[config.mk]
export PLATFORM = sky130hd
export DESIGN_NAME = csr_regfile_flat
export DESIGN_NICKNAME = d
export VERILOG_FILES = /design/src/rtl/csr_regfile_pkg.sv /design/src/rtl/csr_regfile_if.sv /design/src/rtl/csr_timer.sv /design/src/rtl/csr_regfile.sv /design/src/flat_wrapper.sv
export SDC_FILE = /design/constraint.sdc
export NUM_CORES = 1
export LEC_CHECK = 0
export ABC_AREA = 1
export CORE_MARGIN = 3
export CORE_UTILIZATION = 35
export DETAILED_ROUTE_END_ITERATION = 10
export SLEW_MARGIN = 20
export SYNTH_ARGS = -nofsm -noshare
export SYNTH_HDL_FRONTEND = slang
export SYNTH_HIERARCHICAL = 1
export SYNTH_SLANG_ARGS = --single-unit
export TNS_END_PERCENT = 30
[constraint.sdc]
create_clock -name clk -period 2 [get_ports clk]
set_input_delay 0.4 -clock clk [delete_from_list [all_inputs] [get_ports clk]]
set_output_delay 0.4 -clock clk [all_outputs]
set_load 0.05 [all_outputs]
[src/rtl/csr_regfile_pkg.sv]
`default_nettype none
// ============================================================================
// Module      : csr_regfile_pkg
// Description : CSR numbers, field positions, write masks and ECODE values
// Revision    : 1.0 - initial release
// ============================================================================
package csr_regfile_pkg;

  localparam int C_CSR_NUM_W = 14;

  localparam logic [13:0] C_CSR_CRMD   = 14'h0000;
  localparam logic [13:0] C_CSR_PRMD   = 14'h0001;
  localparam logic [13:0] C_CSR_ECFG   = 14'h0004;
  localparam logic [13:0] C_CSR_ESTAT  = 14'h0005;
  localparam logic [13:0] C_CSR_ERA    = 14'h0006;
  localparam logic [13:0] C_CSR_EENTRY = 14'h000C;
  localparam logic [13:0] C_CSR_SAVE0  = 14'h0030;
  localparam logic [13:0] C_CSR_SAVE1  = 14'h0031;
  localparam logic [13:0] C_CSR_SAVE2  = 14'h0032;
  localparam logic [13:0] C_CSR_SAVE3  = 14'h0033;
  localparam logic [13:0] C_CSR_TID    = 14'h0040;
  localparam logic [13:0] C_CSR_TCFG   = 14'h0041;
  localparam logic [13:0] C_CSR_TVAL   = 14'h0042;
  localparam logic [13:0] C_CSR_TICLR  = 14'h0044;

  // Field bit positions
  localparam int C_CRMD_IE       = 2;
  localparam int C_CRMD_DA       = 3;
  localparam int C_TCFG_EN       = 0;
  localparam int C_TCFG_PERIODIC = 1;
  localparam int C_TICLR_CLR     = 0;
  localparam int C_IS_TIMER      = 11;

  // Writable-field masks
  localparam logic [31:0] C_CRMD_WMASK   = 32'h0000_001F;
  localparam logic [31:0] C_PRMD_WMASK   = 32'h0000_0007;
  localparam logic [31:0] C_ECFG_WMASK   = 32'h0000_1BFF;
  localparam logic [31:0] C_EENTRY_WMASK = 32'hFFFF_FFC0;
  localparam logic [31:0] C_CRMD_RESET   = 32'h0000_0008;

  localparam logic [5:0] C_ECODE_INT = 6'h00;
  localparam logic [5:0] C_ECODE_PIL = 6'h01;
  localparam logic [5:0] C_ECODE_ADE = 6'h08;
  localparam logic [5:0] C_ECODE_ALE = 6'h09;
  localparam logic [5:0] C_ECODE_SYS = 6'h0B;
  localparam logic [5:0] C_ECODE_BRK = 6'h0C;
  localparam logic [5:0] C_ECODE_INE = 6'h0D;

  function automatic logic [31:0] wmerge(input logic [31:0] old_val,
                                         input logic [31:0] wdata,
                                         input logic [31:0] wmask,
                                         input logic [31:0] field_mask);
    logic [31:0] m;
    m = wmask & field_mask;
    return (old_val & ~m) | (wdata & m);
  endfunction

endpackage
`default_nettype wire

[src/rtl/csr_regfile_if.sv]
`default_nettype none
// ============================================================================
// Module      : csr_regfile_if
// Description : Pipeline-to-CSR access, exception commit and interrupt bundle
// Revision    : 1.0 - initial release
// ============================================================================
interface csr_regfile_if;
  import csr_regfile_pkg::*;

  logic                   csr_we;
  logic [C_CSR_NUM_W-1:0] csr_num;
  logic [31:0]            csr_wmask;
  logic [31:0]            csr_wdata;
  logic [31:0]            csr_rdata;
  logic                   excp_flush;
  logic                   ertn_flush;
  logic [5:0]             ecode;
  logic [2:0]             esubcode;
  logic [31:0]            epc;
  logic [7:0]             hw_int_in;
  logic [31:0]            era;
  logic [31:0]            eentry;
  logic                   has_int;

  modport master (
    output csr_we, csr_num, csr_wmask, csr_wdata,
    output excp_flush, ertn_flush, ecode, esubcode, epc, hw_int_in,
    input  csr_rdata, era, eentry, has_int
  );

  modport slave (
    input  csr_we, csr_num, csr_wmask, csr_wdata,
    input  excp_flush, ertn_flush, ecode, esubcode, epc, hw_int_in,
    output csr_rdata, era, eentry, has_int
  );

endinterface
`default_nettype wire

[src/rtl/csr_timer.sv]
`default_nettype none
// ============================================================================
// Module      : csr_timer
// Description : TCFG/TVAL countdown timer with one-shot or periodic expiry
// Revision    : 1.0 - initial release
// ============================================================================
module csr_timer
  import csr_regfile_pkg::*;
(
  input  wire logic        clk,
  input  wire logic        resetn,
  input  wire logic        tcfg_we,
  input  wire logic [31:0] wmask,
  input  wire logic [31:0] wdata,
  output logic      [31:0] tcfg,
  output logic      [31:0] tval,
  output logic             timer_set
);

  logic [31:0] r_tcfg;
  logic [31:0] r_tval;
  logic [31:0] w_tcfg_next;
  logic        w_expire;

  assign w_tcfg_next = wmerge(r_tcfg, wdata, wmask, 32'hFFFF_FFFF);
  assign w_expire    = ~tcfg_we & r_tcfg[C_TCFG_EN] & (r_tval == 32'd1);

  always_ff @(posedge clk or negedge resetn) begin
    if (!resetn) begin
      r_tcfg <= '0;
      r_tval <= '0;
    end else if (tcfg_we) begin
      r_tcfg <= w_tcfg_next;
      r_tval <= {w_tcfg_next[31:2], 2'b00};
    end else if (r_tcfg[C_TCFG_EN] && (r_tval != 32'd0)) begin
      // Expiry either reloads (periodic) or parks at zero until rewritten
      if (r_tval == 32'd1)
        r_tval <= r_tcfg[C_TCFG_PERIODIC] ? {r_tcfg[31:2], 2'b00} : 32'd0;
      else
        r_tval <= r_tval - 32'd1;
    end
  end

  assign tcfg      = r_tcfg;
  assign tval      = r_tval;
  assign timer_set = w_expire;

endmodule
`default_nettype wire

[src/rtl/csr_regfile.sv]
`default_nettype none
// ============================================================================
// Module      : csr_regfile
// Description : Exception/interrupt/timer CSR file with combinational read
// Revision    : 1.0 - initial release
// ============================================================================
module csr_regfile
  import csr_regfile_pkg::*;
#(
  parameter logic [31:0] CPU_ID = 32'h0
) (
  input  wire logic     clk,
  input  wire logic     resetn,
  csr_regfile_if.slave  bus
);

  logic [31:0] r_crmd;
  logic [31:0] r_prmd;
  logic [31:0] r_ecfg;
  logic [1:0]  r_is_sw;
  logic [7:0]  r_is_hw;
  logic        r_is_timer;
  logic [5:0]  r_ecode;
  logic [8:0]  r_esubcode;
  logic [31:0] r_era;
  logic [31:0] r_eentry;
  logic [31:0] r_save [4];
  logic [31:0] r_tid;

  logic        w_we;
  logic        w_tcfg_we;
  logic        w_ticlr;
  logic        w_timer_set;
  logic [31:0] w_tcfg;
  logic [31:0] w_tval;
  logic [12:0] w_is;
  logic [31:0] w_estat;
  logic [31:0] w_rdata;

  // Any flush commit suppresses a software write in the same cycle
  assign w_we      = bus.csr_we & ~bus.excp_flush & ~bus.ertn_flush;
  assign w_tcfg_we = w_we & (bus.csr_num == C_CSR_TCFG);
  assign w_ticlr   = w_we & (bus.csr_num == C_CSR_TICLR)
                   & bus.csr_wdata[C_TICLR_CLR] & bus.csr_wmask[C_TICLR_CLR];

  csr_timer u_timer (
    .clk       (clk),
    .resetn    (resetn),
    .tcfg_we   (w_tcfg_we),
    .wmask     (bus.csr_wmask),
    .wdata     (bus.csr_wdata),
    .tcfg      (w_tcfg),
    .tval      (w_tval),
    .timer_set (w_timer_set)
  );

  always_ff @(posedge clk or negedge resetn) begin
    if (!resetn) begin
      r_crmd <= C_CRMD_RESET;
      r_prmd <= '0;
    end else if (bus.excp_flush) begin
      r_prmd <= {r_prmd[31:3], r_crmd[2:0]};
      r_crmd <= {r_crmd[31:3], 3'b000};
    end else if (bus.ertn_flush) begin
      r_crmd <= {r_crmd[31:3], r_prmd[2:0]};
    end else if (w_we) begin
      if (bus.csr_num == C_CSR_CRMD)
        r_crmd <= wmerge(r_crmd, bus.csr_wdata, bus.csr_wmask, C_CRMD_WMASK);
      if (bus.csr_num == C_CSR_PRMD)
        r_prmd <= wmerge(r_prmd, bus.csr_wdata, bus.csr_wmask, C_PRMD_WMASK);
    end
  end

  always_ff @(posedge clk or negedge resetn) begin
    if (!resetn) begin
      r_ecode    <= '0;
      r_esubcode <= '0;
      r_era      <= '0;
    end else if (bus.excp_flush) begin
      r_ecode    <= bus.ecode;
      r_esubcode <= {6'b0, bus.esubcode};
      r_era      <= bus.epc;
    end else if (w_we && (bus.csr_num == C_CSR_ERA)) begin
      r_era <= wmerge(r_era, bus.csr_wdata, bus.csr_wmask, 32'hFFFF_FFFF);
    end
  end

  always_ff @(posedge clk or negedge resetn) begin
    if (!resetn) begin
      r_ecfg   <= '0;
      r_eentry <= '0;
      r_tid    <= CPU_ID;
      r_is_sw  <= '0;
      for (int i = 0; i < 4; i++) r_save[i] <= '0;
    end else if (w_we) begin
      if (bus.csr_num == C_CSR_ECFG)
        r_ecfg <= wmerge(r_ecfg, bus.csr_wdata, bus.csr_wmask, C_ECFG_WMASK);
      if (bus.csr_num == C_CSR_EENTRY)
        r_eentry <= wmerge(r_eentry, bus.csr_wdata, bus.csr_wmask, C_EENTRY_WMASK);
      if (bus.csr_num == C_CSR_TID)
        r_tid <= wmerge(r_tid, bus.csr_wdata, bus.csr_wmask, 32'hFFFF_FFFF);
      if (bus.csr_num == C_CSR_ESTAT)
        r_is_sw <= (r_is_sw & ~bus.csr_wmask[1:0]) | (bus.csr_wdata[1:0] & bus.csr_wmask[1:0]);
      for (int i = 0; i < 4; i++)
        if (bus.csr_num == C_CSR_SAVE0 + 14'(i))
          r_save[i] <= wmerge(r_save[i], bus.csr_wdata, bus.csr_wmask, 32'hFFFF_FFFF);
    end
  end

  // Timer expiry outranks a same-cycle TICLR
  always_ff @(posedge clk or negedge resetn) begin
    if (!resetn) begin
      r_is_hw    <= '0;
      r_is_timer <= 1'b0;
    end else begin
      r_is_hw <= bus.hw_int_in;
      if (w_timer_set)
        r_is_timer <= 1'b1;
      else if (w_ticlr)
        r_is_timer <= 1'b0;
    end
  end

  assign w_is    = {1'b0, r_is_timer, 1'b0, r_is_hw, r_is_sw};
  assign w_estat = {1'b0, r_esubcode, r_ecode, 3'b000, w_is};

  always_comb begin
    w_rdata = '0;
    case (bus.csr_num)
      C_CSR_CRMD:   w_rdata = r_crmd;
      C_CSR_PRMD:   w_rdata = r_prmd;
      C_CSR_ECFG:   w_rdata = r_ecfg;
      C_CSR_ESTAT:  w_rdata = w_estat;
      C_CSR_ERA:    w_rdata = r_era;
      C_CSR_EENTRY: w_rdata = r_eentry;
      C_CSR_SAVE0:  w_rdata = r_save[0];
      C_CSR_SAVE1:  w_rdata = r_save[1];
      C_CSR_SAVE2:  w_rdata = r_save[2];
      C_CSR_SAVE3:  w_rdata = r_save[3];
      C_CSR_TID:    w_rdata = r_tid;
      C_CSR_TCFG:   w_rdata = w_tcfg;
      C_CSR_TVAL:   w_rdata = w_tval;
      default:      w_rdata = '0;
    endcase
  end

  assign bus.csr_rdata = w_rdata;
  assign bus.era       = r_era;
  assign bus.eentry    = r_eentry;
  assign bus.has_int   = r_crmd[C_CRMD_IE] & (|(w_is & r_ecfg[12:0]));

endmodule
`default_nettype wire

[src/flat_wrapper.sv]
// flat-port wrapper written by rule: the top's interface ports become plain ports
module csr_regfile_flat import csr_regfile_pkg::*;
#(
  parameter logic [31:0] CPU_ID = 32'h0
)
  (clk, resetn, bus_csr_we, bus_csr_num, bus_csr_wmask, bus_csr_wdata, bus_excp_flush, bus_ertn_flush, bus_ecode, bus_esubcode, bus_epc, bus_hw_int_in, bus_csr_rdata, bus_era, bus_eentry, bus_has_int);
  csr_regfile_if bus_i ();
  input  wire logic clk;
  input  wire logic resetn;
  input wire logic [$bits(bus_i.csr_we)-1:0] bus_csr_we;
  input wire logic [$bits(bus_i.csr_num)-1:0] bus_csr_num;
  input wire logic [$bits(bus_i.csr_wmask)-1:0] bus_csr_wmask;
  input wire logic [$bits(bus_i.csr_wdata)-1:0] bus_csr_wdata;
  input wire logic [$bits(bus_i.excp_flush)-1:0] bus_excp_flush;
  input wire logic [$bits(bus_i.ertn_flush)-1:0] bus_ertn_flush;
  input wire logic [$bits(bus_i.ecode)-1:0] bus_ecode;
  input wire logic [$bits(bus_i.esubcode)-1:0] bus_esubcode;
  input wire logic [$bits(bus_i.epc)-1:0] bus_epc;
  input wire logic [$bits(bus_i.hw_int_in)-1:0] bus_hw_int_in;
  output wire logic [$bits(bus_i.csr_rdata)-1:0] bus_csr_rdata;
  output wire logic [$bits(bus_i.era)-1:0] bus_era;
  output wire logic [$bits(bus_i.eentry)-1:0] bus_eentry;
  output wire logic [$bits(bus_i.has_int)-1:0] bus_has_int;
  assign bus_i.csr_we = bus_csr_we;
  assign bus_i.csr_num = bus_csr_num;
  assign bus_i.csr_wmask = bus_csr_wmask;
  assign bus_i.csr_wdata = bus_csr_wdata;
  assign bus_i.excp_flush = bus_excp_flush;
  assign bus_i.ertn_flush = bus_ertn_flush;
  assign bus_i.ecode = bus_ecode;
  assign bus_i.esubcode = bus_esubcode;
  assign bus_i.epc = bus_epc;
  assign bus_i.hw_int_in = bus_hw_int_in;
  assign bus_csr_rdata = bus_i.csr_rdata;
  assign bus_era = bus_i.era;
  assign bus_eentry = bus_i.eentry;
  assign bus_has_int = bus_i.has_int;
  csr_regfile #(.CPU_ID(CPU_ID)) u_core (.clk(clk), .resetn(resetn), .bus(bus_i));
endmodule
# Yosys cells after proc, flatten, opt, wreduce, memory -nomap -nowiden
# Index checks and enable logic that the tools add are counted.
# classes
n_addsub,1
n_mux,17
bitwise_logic,49
reduce_logical,24
eq_ne,15
# op_table
operator,n
32-bit AND,13
32-bit one-hot mux with 13 select lines,1
32-bit OR,11
32-bit 2-to-1 mux,6
32-bit inverter,2
"14-bit by 6-bit equality test with 1-bit output, second input constant",4
"14-bit by 7-bit equality test with 1-bit output, second input constant",4
"14-bit by 3-bit equality test with 1-bit output, second input constant",3
32-bit by 13-bit AND with 32-bit output,1
32-bit by 3-bit AND with 32-bit output,1
32-bit by 5-bit AND with 32-bit output,1
"32-bit by 1-bit equality test with 1-bit output, second input constant",1
13-bit inverter with 32-bit output,1
3-bit inverter with 32-bit output,1
5-bit inverter with 32-bit output,1
32-bit nonzero test,1
"32-bit by 1-bit subtractor with 32-bit output, second input constant",1
3-bit 2-to-1 mux,8
2-bit AND reduction,9
"14-bit by 1-bit equality test with 1-bit output, second input constant",1
"14-bit by 4-bit equality test with 1-bit output, second input constant",1
14-bit zero test,1
12-bit by 13-bit AND with 13-bit output,1
13-bit OR reduction,1
12 further kinds,31
# totals
regBits,404
elab_cells,125
output_inout_bits,97

# Depth between registers and ports, before layout
# Gate-level depths: netlist of the first run.
# depth
ltp_word,8
mapped_depth,14
ltp_nobuf,13

# Cells and area by module
# The synthesis of the first run kept the hierarchy.
# by_module_without_submodules
module,cells_per_inst,area_each_um2,instances,seq_area_each_um2
csr_regfile,2056,14607.8,1,6457.4
csr_timer,685,4354.2,1,1601.5

# Least setup slack after synthesis of the first run
# Ideal clock, no wire load.
# synth_path
path_type,input to output
startpoint,input bus_csr_num[11]
endpoint,output bus_csr_rdata[21]
path_stages,10
arrival_time_ns,1.840
slack_ns,-0.240
path_buffers,3
required_time_ns,1.600
cell_sequence,nor2_1 nand2_1 nor2_8 buf_6 buf_6 buf_6 nand3_1 nand2_1 nor2_1 nand3b_1
# synth_via
elab_chain_len,2
elab_cells_between_ends,14
classes_between,eq/ne: 12; mux: 1; reduce/logical: 1
# synth_lines
element,line_no,text
from (decl),flat_wrapper.sv:11,input wire logic [$bits(bus_i.csr_num)-1:0] bus_csr_num;
"14-bit by 7-bit equality test with 1-bit output, or another cell as far along",csr_regfile.sv:129,case (bus.csr_num)
32-bit one-hot mux with 13 select lines (*),csr_regfile.sv:129,
to (decl),flat_wrapper.sv:20,output wire logic [$bits(bus_i.csr_rdata)-1:0] bus_csr_rdata;
# Every way passes the cells marked *; elsewhere a longest branch is shown, timed or not.

# Worst setup path after layout of the first run
# layout_path
startpoint,input bus_csr_num[3]
endpoint,output bus_csr_rdata[21]
# Same word-level chain as after synthesis.

==> flow_summary.ini, run 1 <==
[run_status]
status = finished with violations
failed_checks = negative setup slack

[logic_synthesis]
synthSimpleGateAreaFrac_pct = 38.3
synth_compound_area_share_pct = 10.0
seq_area_frac_synth_pct = 42.5
synthArstFlopShare_pct = 100
yosysTopAreaCell = dfrtp_1
ys_top_cells_by_count = nand2_1, nand3_1, dfrtp_1
synth-xor-area-share_pct = 0.370
dominantRegCellSynth = dfrtp_1
synthMuxAreaShare_pct = 0.106
syn-cell-area_sq_um = 19000
synth_most_common_cell = nand2_1
postSynthAreaPerCell_sq_um = 6.92
ys_ff_latch = 322
synthAdderAreaFrac_pct = 0.198
synthCells = 2741
synth_top_family_by_area = simple AND/OR/NAND/NOR gates
ys_types = 39
synth_top_area_share_pct = 42.4
synth_enable_flop_cells = 0
yosysWarnings = 6
yosys-top-cells-area = dfrtp_1, nand2_1, nand3_1, nor2_1, o21ai_0

[critical_path]
cp-start-kind = input pin
regToRegSetupSlack_ns = 0
crit_type = input pin to output port
crit_start = bus_csr_num[3]
critical_path.endpoint_type = output port
critPathSlowestCell = buf_12
crit_fanout = 21
max_stage_delay_ns = 0.22
cp_cell_sequence = buf_8 > nor2_4 > buf_6 > nand3_4 > nor2_4 > buf_12 > nand3_1 > nand2_1 > nor2_1 > nand3b_1 > buf_12
r2r-start = u_core/u_timer/tval[9]
crit_arrival_ns = 1.89
cp.required_ns = 1.60

[cells_and_area]
n_fill_cell = 5037
final_cells = 3849
syn2layout_area_growth_pct = 41.3
seq_area_sq_um = 8060
final_core_util_pct = 50.5
design_area_sq_um = 26800
multi_input_area_sq_um = 10200
layout-drive-gt1-share_pct = 21.9
final_net_count = 3267

[floorplanning]
die_width_um = 239
fp.dieArea_sq_um = 57000
coreArea_sq_um = 53100
die_h_um = 239
rows = 84
ioPinCount = 229
initial_core_util_pct = 35.7

[sta]
skew_ns = 0.0264
fin_crit_ns = 2.29
finalSetupViolations = 34
finalHoldViolCount = 0
slew_viol_final = 0
slew_headroom_pct = 66.3
tightest_slew_ns = 0.505
fin_ws_ns = -0.293
post-route-period-util_pct = 115
rsz0062_at_grt = yes
max_freq_mhz = 436

[placement]
place.gp.congestion = 0.932
post-dp-hpwl_um = 55100
dpl_cell_area_sq_um = 23900
preCtsSetupSlack_ns = -0.734
port-buffer-count = 222
placedCellCount = 3724

[power]
power_density_nw_per_um2 = 711
leakage_nw = 12.9
ir_worst_vdd_uv = 505

[clocking]
path_clk_slew_ns = 0.06
clockBufferDepth = 3
cts_tree = built
cts_buffers = 39
cts-htree-levels = 2
cts-root-buf = clkbuf_16
clk_latency_ns = 0.58
numClockSinks = 322

[detailed_routing]
dr.pass1.iters = 6
drt_iter0_drc = 2703
wl_per_cell_um = 21.1
drc = 0
vias = 21000
viasPerCell = 5.45
final_antenna_net_count = 0
wl_um = 81300

[worst_hold_path]
hold_class = input pin to flop
worstHoldStart = bus_hw_int_in[0]

[grt]
antenna_found_initial = 1
grt_max_degree = 97
grt_pass1_wl_um = 121000
grt_usage_pct = 27.6
grt_pass1_vias = 20000
grt.overflow.total = 0

[flow_run]
cap_violations = 0
[placed cells by master, fill, tap and decap left out, types with 5 or more instances in the layout]
cell type        count
nand3_2             75
clkbuf_16           46
inv_2               19
buf_4              235
nand2_4              5
clkinv_2            10
nor3_1               5
clkbuf_8             8
a21oi_1             69
nor2_4              27
nor2_2              48
o21ai_1            138
xor2_1               6
buf_2                7
conb_1               6
nand2_2             33
o21ai_0            143
o31ai_1             12
buf_8                6
nand2_1            894
nor2_1             201
buf_16               8
nand3_1            322
nand3_4             16
inv_1              165
buf_12              95
dfrtp_1            319
clkbuf_1             7
buf_6               38
clkdlybuf4s50_1    115
nand3b_1             5
nand4_1             46
[layer usage]
layer | vias to the layer above | track usage (%) | part of all wire [%]
met4 | 0 | 8.08 | 2.7
met3 | 140 | 6.11 | 9.9
met2 | 1019 | 41.2 | 44
met1 | 10100 | 40.1 | 44
met5 | - | 0 | 0
li1 | 9676 | - | -
[power breakdown]
part	switching, mW	internal (mW)	leakage (nW)
Combinational	2.86	1.68	8.10
Clock	2.98	4.22	0.638
Sequential	0.411	6.92	4.13
Total	6.25	12.8	12.9
[kinds of logic after synthesis]
family          Yosys count
simple gates           1684
compound gates          370
buf+inv                 351
flops                   322
xor+xnor                  8
fa+ha+maj                 3
mux                       2
other cells               1
[worst max-delay path: cells and delay by family]
family | cells | cell delay [ns]
buf+inv | 4 | 0.62
simple gates | 7 | 0.85
[final timing paths]
check,cells past startpoint,end
setup / recovery,11,bus_csr_rdata[21]
hold / removal,1,u_core/r_is_hw[0]
setup reg to reg,9,u_core/u_timer/tval[3]
hold reg to reg,2,u_core/r_ecode[3]
max in group asynchronous,3,async pin
min in group asynchronous,2,async pin
[cell type report]
cell class,count,area share [%]
multi-input cells,2073,37.9
flip-flops and latches,322,30.1
repair buffers,511,21.5
clock buffers,55,4.24
well taps,688,3.21
inverters,185,2.59
clock inverters,14,0.504
diodes,1,0.00934
[metrics by stage]
stage,hold slack (ns),total power [mW],TNS [ns]
finish,0.275,19.1,-8.06
global route,0.258,19.9,-11.19
CTS,0.254,19.0,-8.51
detailed placement,0.346,11.7,-154.89
global placement,0.336,11.7,-147.24
floorplan,0.104,9.80,-1.96
[repair_timing]
action | 4_1_cts | 5_1_grt
resized for setup | 211 | 87
buffers inserted | 27 | 14
setup endpoints to repair | 62 | 63
hold buffers | 1 | 0
pin swaps | 71 | 48
cloned | 12 | 7
hold endpoints to repair | 31 | 0
No activity file was read; power rests on OpenSTA's default activity.
==> inputs of run 2 (changes only) <==
--- a/config.mk
+++ b/config.mk
@@ -9,9 +9,10 @@
 export CORE_MARGIN = 3
 export CORE_UTILIZATION = 35
 export DETAILED_ROUTE_END_ITERATION = 10
+export RECOVER_POWER = 25
 export SLEW_MARGIN = 20
 export SYNTH_ARGS = -nofsm -noshare
 export SYNTH_HDL_FRONTEND = slang
 export SYNTH_HIERARCHICAL = 1
 export SYNTH_SLANG_ARGS = --single-unit
-export TNS_END_PERCENT = 30
+export TNS_END_PERCENT = 5
==> run 2 against run 1 <==
The run still ends with negative setup slack left. Sequential power is essentially flat. Power shrank 1.9%. Combinational power shrank 4%. Sequential share of layout area grew 0.14 points. Register-to-register slack gained 0.13 ns. Wire length shrank 3.0%. Clock-buffer cell count grew 7. Core utilization shrank 0.23 points. Cell count shrank 0.16%. Fmax shrank 3.2%. Largest cell class unchanged. Highest routed layer unchanged.
==> flow_summary.ini, run 2 (synthesis gave the netlist of run 1 again) <==
[sta]
fin_ws_ns = -0.369
finalHoldViolCount = 0
fin_crit_ns = 2.37
whs_ns = 0.349
totalNegativeSetupSlack_ns = -10.27
max_freq_mhz = 422
skew_ns = 0.0120
slew_viol_final = 0
rsz0062_at_grt = yes
finalSetupViolations = 40
post-route-period-util_pct = 118
slew_headroom_pct = 11.1
tightest_slew_ns = 1.33

[grt]
grt_pass1_wl_um = 119000
grt_pass1_vias = 20000
grt_max_degree = 55
grt_usage_pct = 27.0
grt.overflow.total = 0
antenna_found_initial = 2

[detailed_routing]
vias = 20800
drc = 0
wl_um = 78900
viasPerCell = 5.41
dr.pass1.iters = 6
wl_per_cell_um = 20.5
final_antenna_net_count = 0
drt_iter0_drc = 2386

[critical_path]
cp_cell_sequence = buf_8 > nor2_4 > buf_6 > buf_6 > nand2_8 > nor2_4 > buf_12 > clkbuf_16 > nand3_2 > nand2_1 > nor2_2 > nand3_4 > buf_12
crit_fanout = 7
critPathSlowestCell = nor2_4
cp-start-kind = input pin
crit_start = bus_csr_num[3]
critPathBufInv = 6
max_stage_delay_ns = 0.26
critical_path.endpoint_type = output port
r2r-start = u_core/u_timer/tval[12]
cp.required_ns = 1.60
critical-path-top-delay-family = buffers and inverters
crit_arrival_ns = 1.97
crit_type = input pin to output port

[worst_hold_path]
worstHoldStart = bus_excp_flush
hold_class = input pin to flop

[placement]
dpl_cell_area_sq_um = 24000
place.gp.congestion = 0.934
port-buffer-count = 222
post-dp-hpwl_um = 54300
preCtsSetupSlack_ns = -0.752

[cells_and_area]
final_core_util_pct = 50.3
layout-drive-gt1-share_pct = 20.6
layout_common_cells = nand2_1, nand3_1, dfrtp_1, buf_4, nor2_1
design_area_sq_um = 26700
syn2layout_area_growth_pct = 40.7
final_common_cell = nand2_1
final_net_count = 3263

[power]
leakage_nw = 12.8
ir_worst_vdd_uv = 556
power_density_nw_per_um2 = 701

[floorplanning]
initial_core_util_pct = 35.7
ioPinCount = 229
fp.dieArea_sq_um = 57000
rows = 84
coreArea_sq_um = 53100
die_h_um = 239
die_width_um = 239

[clocking]
cts-htree-levels = 2
clk_latency_ns = 0.56
cts_tree = built
numClockSinks = 322
path_clk_slew_ns = 0.05
clockBufferDepth = 3
cts-root-buf = clkbuf_16
cts_buffers = 38

[run_status]
failed_checks = negative setup slack
status = finished with violations

[flow_run]
cap_violations = 0
run 2: cell types whose count changed in the layout (fill, tap and decap cells not counted), moves of 5 or more:
cell	delta
nand3_2	-37
nand3_1	+31
buf_4	-8
clkdlybuf4s50_1	-8
dlygate4sd3_1	+8
buf_6	-7
clkinv_2	-7
nor2_2	-7
buf_16	+6
nand3_4	+6
clkbuf_4	+5
nor2_4	+5
run 2: path summary, 6_finish.rpt:
path	endpoint	slack [ns]	depth (start not counted)
max in group asynchronous	u_core/u_timer/tval[8]	0.14	3
worst max-delay path	bus_csr_rdata[22]	-0.37	13
worst min register to register	u_core/r_esubcode[2]	0.47	2
min in group asynchronous	u_core/r_is_hw[1]	0.54	2
worst min-delay path	u_core/r_ecode[1]	0.35	4
worst max register to register	u_core/u_timer/tval[25]	0.13	10
run 2: per-layer routing:
metal	routed length (um)	GRT usage, %
met5	0	0
met1	34700	39.5
met2	34800	40.9
met4	2380	8.96
met3	7050	4.05
run 2: metrics by stage:
stage,power [mW],std cells
after global routing,19.6,3842
after global placement,11.6,3724
after detailed placement,11.6,3724
after floorplan,9.80,2746
final,18.7,3843
after CTS,18.7,3836
run 2: area by class of cell:
cell class	count	area [sq um]
fill	5001	26400
multi-input combinational	2073	10100
sequential	322	8060
timing repair buffer	508	5740
clock buffer	62	1210
tap	688	861
inverter	185	704
clock inverter	3	15.0
antenna	2	5.00
run 2: worst register-to-register path, stage by stage, from the launching register on:
cell and delay (ns):
dfrtp_1 0.45, nor2_4 0.16, nand2_2 0.09, nor2_4 0.18, nand2_1 0.09, o21ai_2 0.22
nand2_4 0.12, buf_12 0.18, buf_4 0.14, nor2_1 0.08, nor2_1 0.05
run 2: repair_timing:
action | in CTS | in global routing
gates resized for setup | 190 | 80
hold buffers | 1 | 0
pin swaps | 62 | 51
endpoints found under the hold margin | 42 | 0
cloned | 16 | 2
buffers inserted | 31 | 6
setup endpoints to repair | 67 | 50
run 2: power breakdown:
part           internal, mW  switching, mW
Clock                  4.12           2.86
Sequential             6.92          0.442
Combinational          1.61           2.76
==> inputs of run 3 (changes only) <==
--- a/config.mk
+++ b/config.mk
@@ -9,6 +9,7 @@
 export CORE_MARGIN = 3
 export CORE_UTILIZATION = 35
 export DETAILED_ROUTE_END_ITERATION = 10
+export GPL_ROUTABILITY_DRIVEN = 0
 export RECOVER_POWER = 25
 export SLEW_MARGIN = 20
 export SYNTH_ARGS = -nofsm -noshare
==> run 3 against run 2 <==
Worst hold slack better by 0.024 ns. Critical endpoint is now bus_csr_rdata[21]. Core utilization down 0.72 points. Clock-buffer cell count decreased by 5. The run still ends with negative setup slack left. Global-route usage shrank 0.39 points. Largest cell class unchanged. Critical path type unchanged. Register-to-register slack got worse by 0.08 ns. Fmax grew 0.70%. Cell count down 0.29%. Via count grew 0.53%. Setup slack improved by 0.017 ns. Largest power group unchanged. Design area fell by 1.4%. First-iteration DRC count increased by 5.4%.
==> flow_summary.ini, run 3 (synthesis gave the netlist of run 1 again) <==
[run_status]
status = finished with violations
failed_checks = negative setup slack

[sta]
slew_headroom_pct = 12.7
tightest_slew_ns = 1.31
totalNegativeSetupSlack_ns = -9.31
slew_viol_final = 0
post-route-period-util_pct = 118
finalHoldViolCount = 0
skew_ns = 0.0177
finalSetupViolations = 33
max_freq_mhz = 425
rsz0062_at_grt = yes
fin_crit_ns = 2.35
fin_ws_ns = -0.353

[clocking]
cts_buffers = 39
numClockSinks = 322
path_clk_slew_ns = 0.06
cts_tree = built
cts-htree-levels = 2
clockBufferDepth = 3
clk_latency_ns = 0.57
cts-root-buf = clkbuf_16

[cells_and_area]
layout_common_cells = nand2_1, nand3_1, dfrtp_1, buf_4, nor2_1
final_core_util_pct = 49.5
final_cells = 3832
n_fill_cell = 5051
syn2layout_area_growth_pct = 38.7
design_area_sq_um = 26300
final_common_cell = nand2_1
final_net_count = 3259
layout-drive-gt1-share_pct = 19.5
antennaDiodeCount = 0

[grt]
antenna_found_initial = 0
grt_usage_pct = 26.6
grtUsageMet1_pct = 38.4
grt_use_met2_pct = 41.2
grt-busiest-layer = met2
grt.overflow.total = 0
met3_usage_pct = 4.80
grt_pass1_vias = 19600
grt_max_degree = 97
grt_pass1_wl_um = 117000

[floorplanning]
ioPinCount = 229
die_width_um = 239
fp.dieArea_sq_um = 57000
coreArea_sq_um = 53100
initial_core_util_pct = 35.7
rows = 84
die_h_um = 239

[detailed_routing]
final_antenna_net_count = 0
drt_iter0_drc = 2515
vias = 20900
wl_um = 77700
drc = 0
dr.pass1.iters = 6
viasPerCell = 5.45
wl_per_cell_um = 20.3

[critical_path]
crit_arrival_ns = 1.95
crit_fanout = 7
crit_type = input pin to output port
critical_path.endpoint_type = output port
cp.required_ns = 1.60
cp-start-kind = input pin

[power]
ir_worst_vdd_uv = 426
leakage_nw = 12.7
power_density_nw_per_um2 = 699
power_mw = 18.4

[placement]
dpl_cell_area_sq_um = 23900
port-buffer-count = 222
placedCellCount = 3717
post-dp-hpwl_um = 53700

[flow_run]
cap_violations = 0

[worst_hold_path]
hold_class = input pin to flop
-- run 3: cell count changes in the layout (fill, tap and decap cells not counted), moves of 4 or more --
cell | previous run | this run
nand2_1 | 891 | 901
nand3_4 | 22 | 11
inv_2 | 15 | 10
nor2_1 | 203 | 207
buf_6 | 31 | 23
clkbuf_8 | 11 | 6
nand2_2 | 35 | 27
buf_4 | 227 | 233
buf_16 | 14 | 10
nand3_2 | 38 | 46
inv_1 | 166 | 173
clkbuf_1 | 11 | 15
-- run 3: layout make-up --
class                           count  area, sq um  share of cell area (%)
Sequential cell                   322         8060                    30.7
Timing Repair Buffer              503         5650                    21.5
Clock inverter                      4         31.3                   0.119
Tap cell                          688          861                    3.27
Clock buffer                       57         1090                    4.16
Multi-Input combinational cell   2073         9900                    37.7
Inverter                          185          697                    2.65
-- run 3: metal layers --
metal | vias to the layer above | share of wire [%]
met5 | - | 0
met2 | 1068 | 45
met4 | 0 | 2.3
li1 | 9681 | -
met1 | 10000 | 44
met3 | 120 | 9.2
-- run 3: stage by stage --
step	hold slack [ns]	setup WS [ns]
2_1_floorplan	0.104	-0.152
4_1_cts	0.250	-0.285
3_5_place_dp	0.342	-0.769
5_1_grt	0.383	-0.370
6_report	0.374	-0.353
3_3_place_gp	0.332	-0.750
-- run 3: power breakdown --
part	switching, mW	total, mW	internal, mW	leakage (nW)
registers	0.493	7.41	6.92	4.13
logic	2.75	4.33	1.58	8.06
clock network	2.87	6.63	3.76	0.549
total	6.11	18.4	12.3	12.7
-- run 3: critical path, cell delays in order --
cell,delay (ns)
buf_6,0.10
nor2_4,0.16
nand2_4,0.09
nor2_8,0.24
clkbuf_16,0.24
buf_12,0.14
nand3_2,0.07
nand2_2,0.10
nor2_2,0.04
nand3b_1,0.19
buf_12,0.17
-- run 3: repair_timing --
item,4_1_cts,5_1_grt
pin swaps,54,48
gates cloned,10,5
buffers inserted,32,7
hold buffers,1,0
hold endpoints to repair,29,0
endpoints found under the setup margin,64,61
gates resized for setup,157,65
-- run 3: worst paths after layout --
| kind | from | to | slack, ns | depth (start not counted) |
|---|---|---|---|---|
| min | bus_ecode[1] | u_core/r_ecode[1] | 0.37 | 3 |
| min in group asynchronous | resetn | u_core/r_crmd[2] | 0.66 | 2 |
| min reg2reg | u_core/r_esubcode[2] | u_core/r_esubcode[2] | 0.47 | 2 |
| max reg2reg | u_core/u_timer/tval[8] | u_core/u_timer/tval[31] | 0.05 | 12 |
| max in group asynchronous | resetn | async pin | 0.08 | 3 |
| max | bus_csr_num[13] | bus_csr_rdata[21] | -0.35 | 11 |
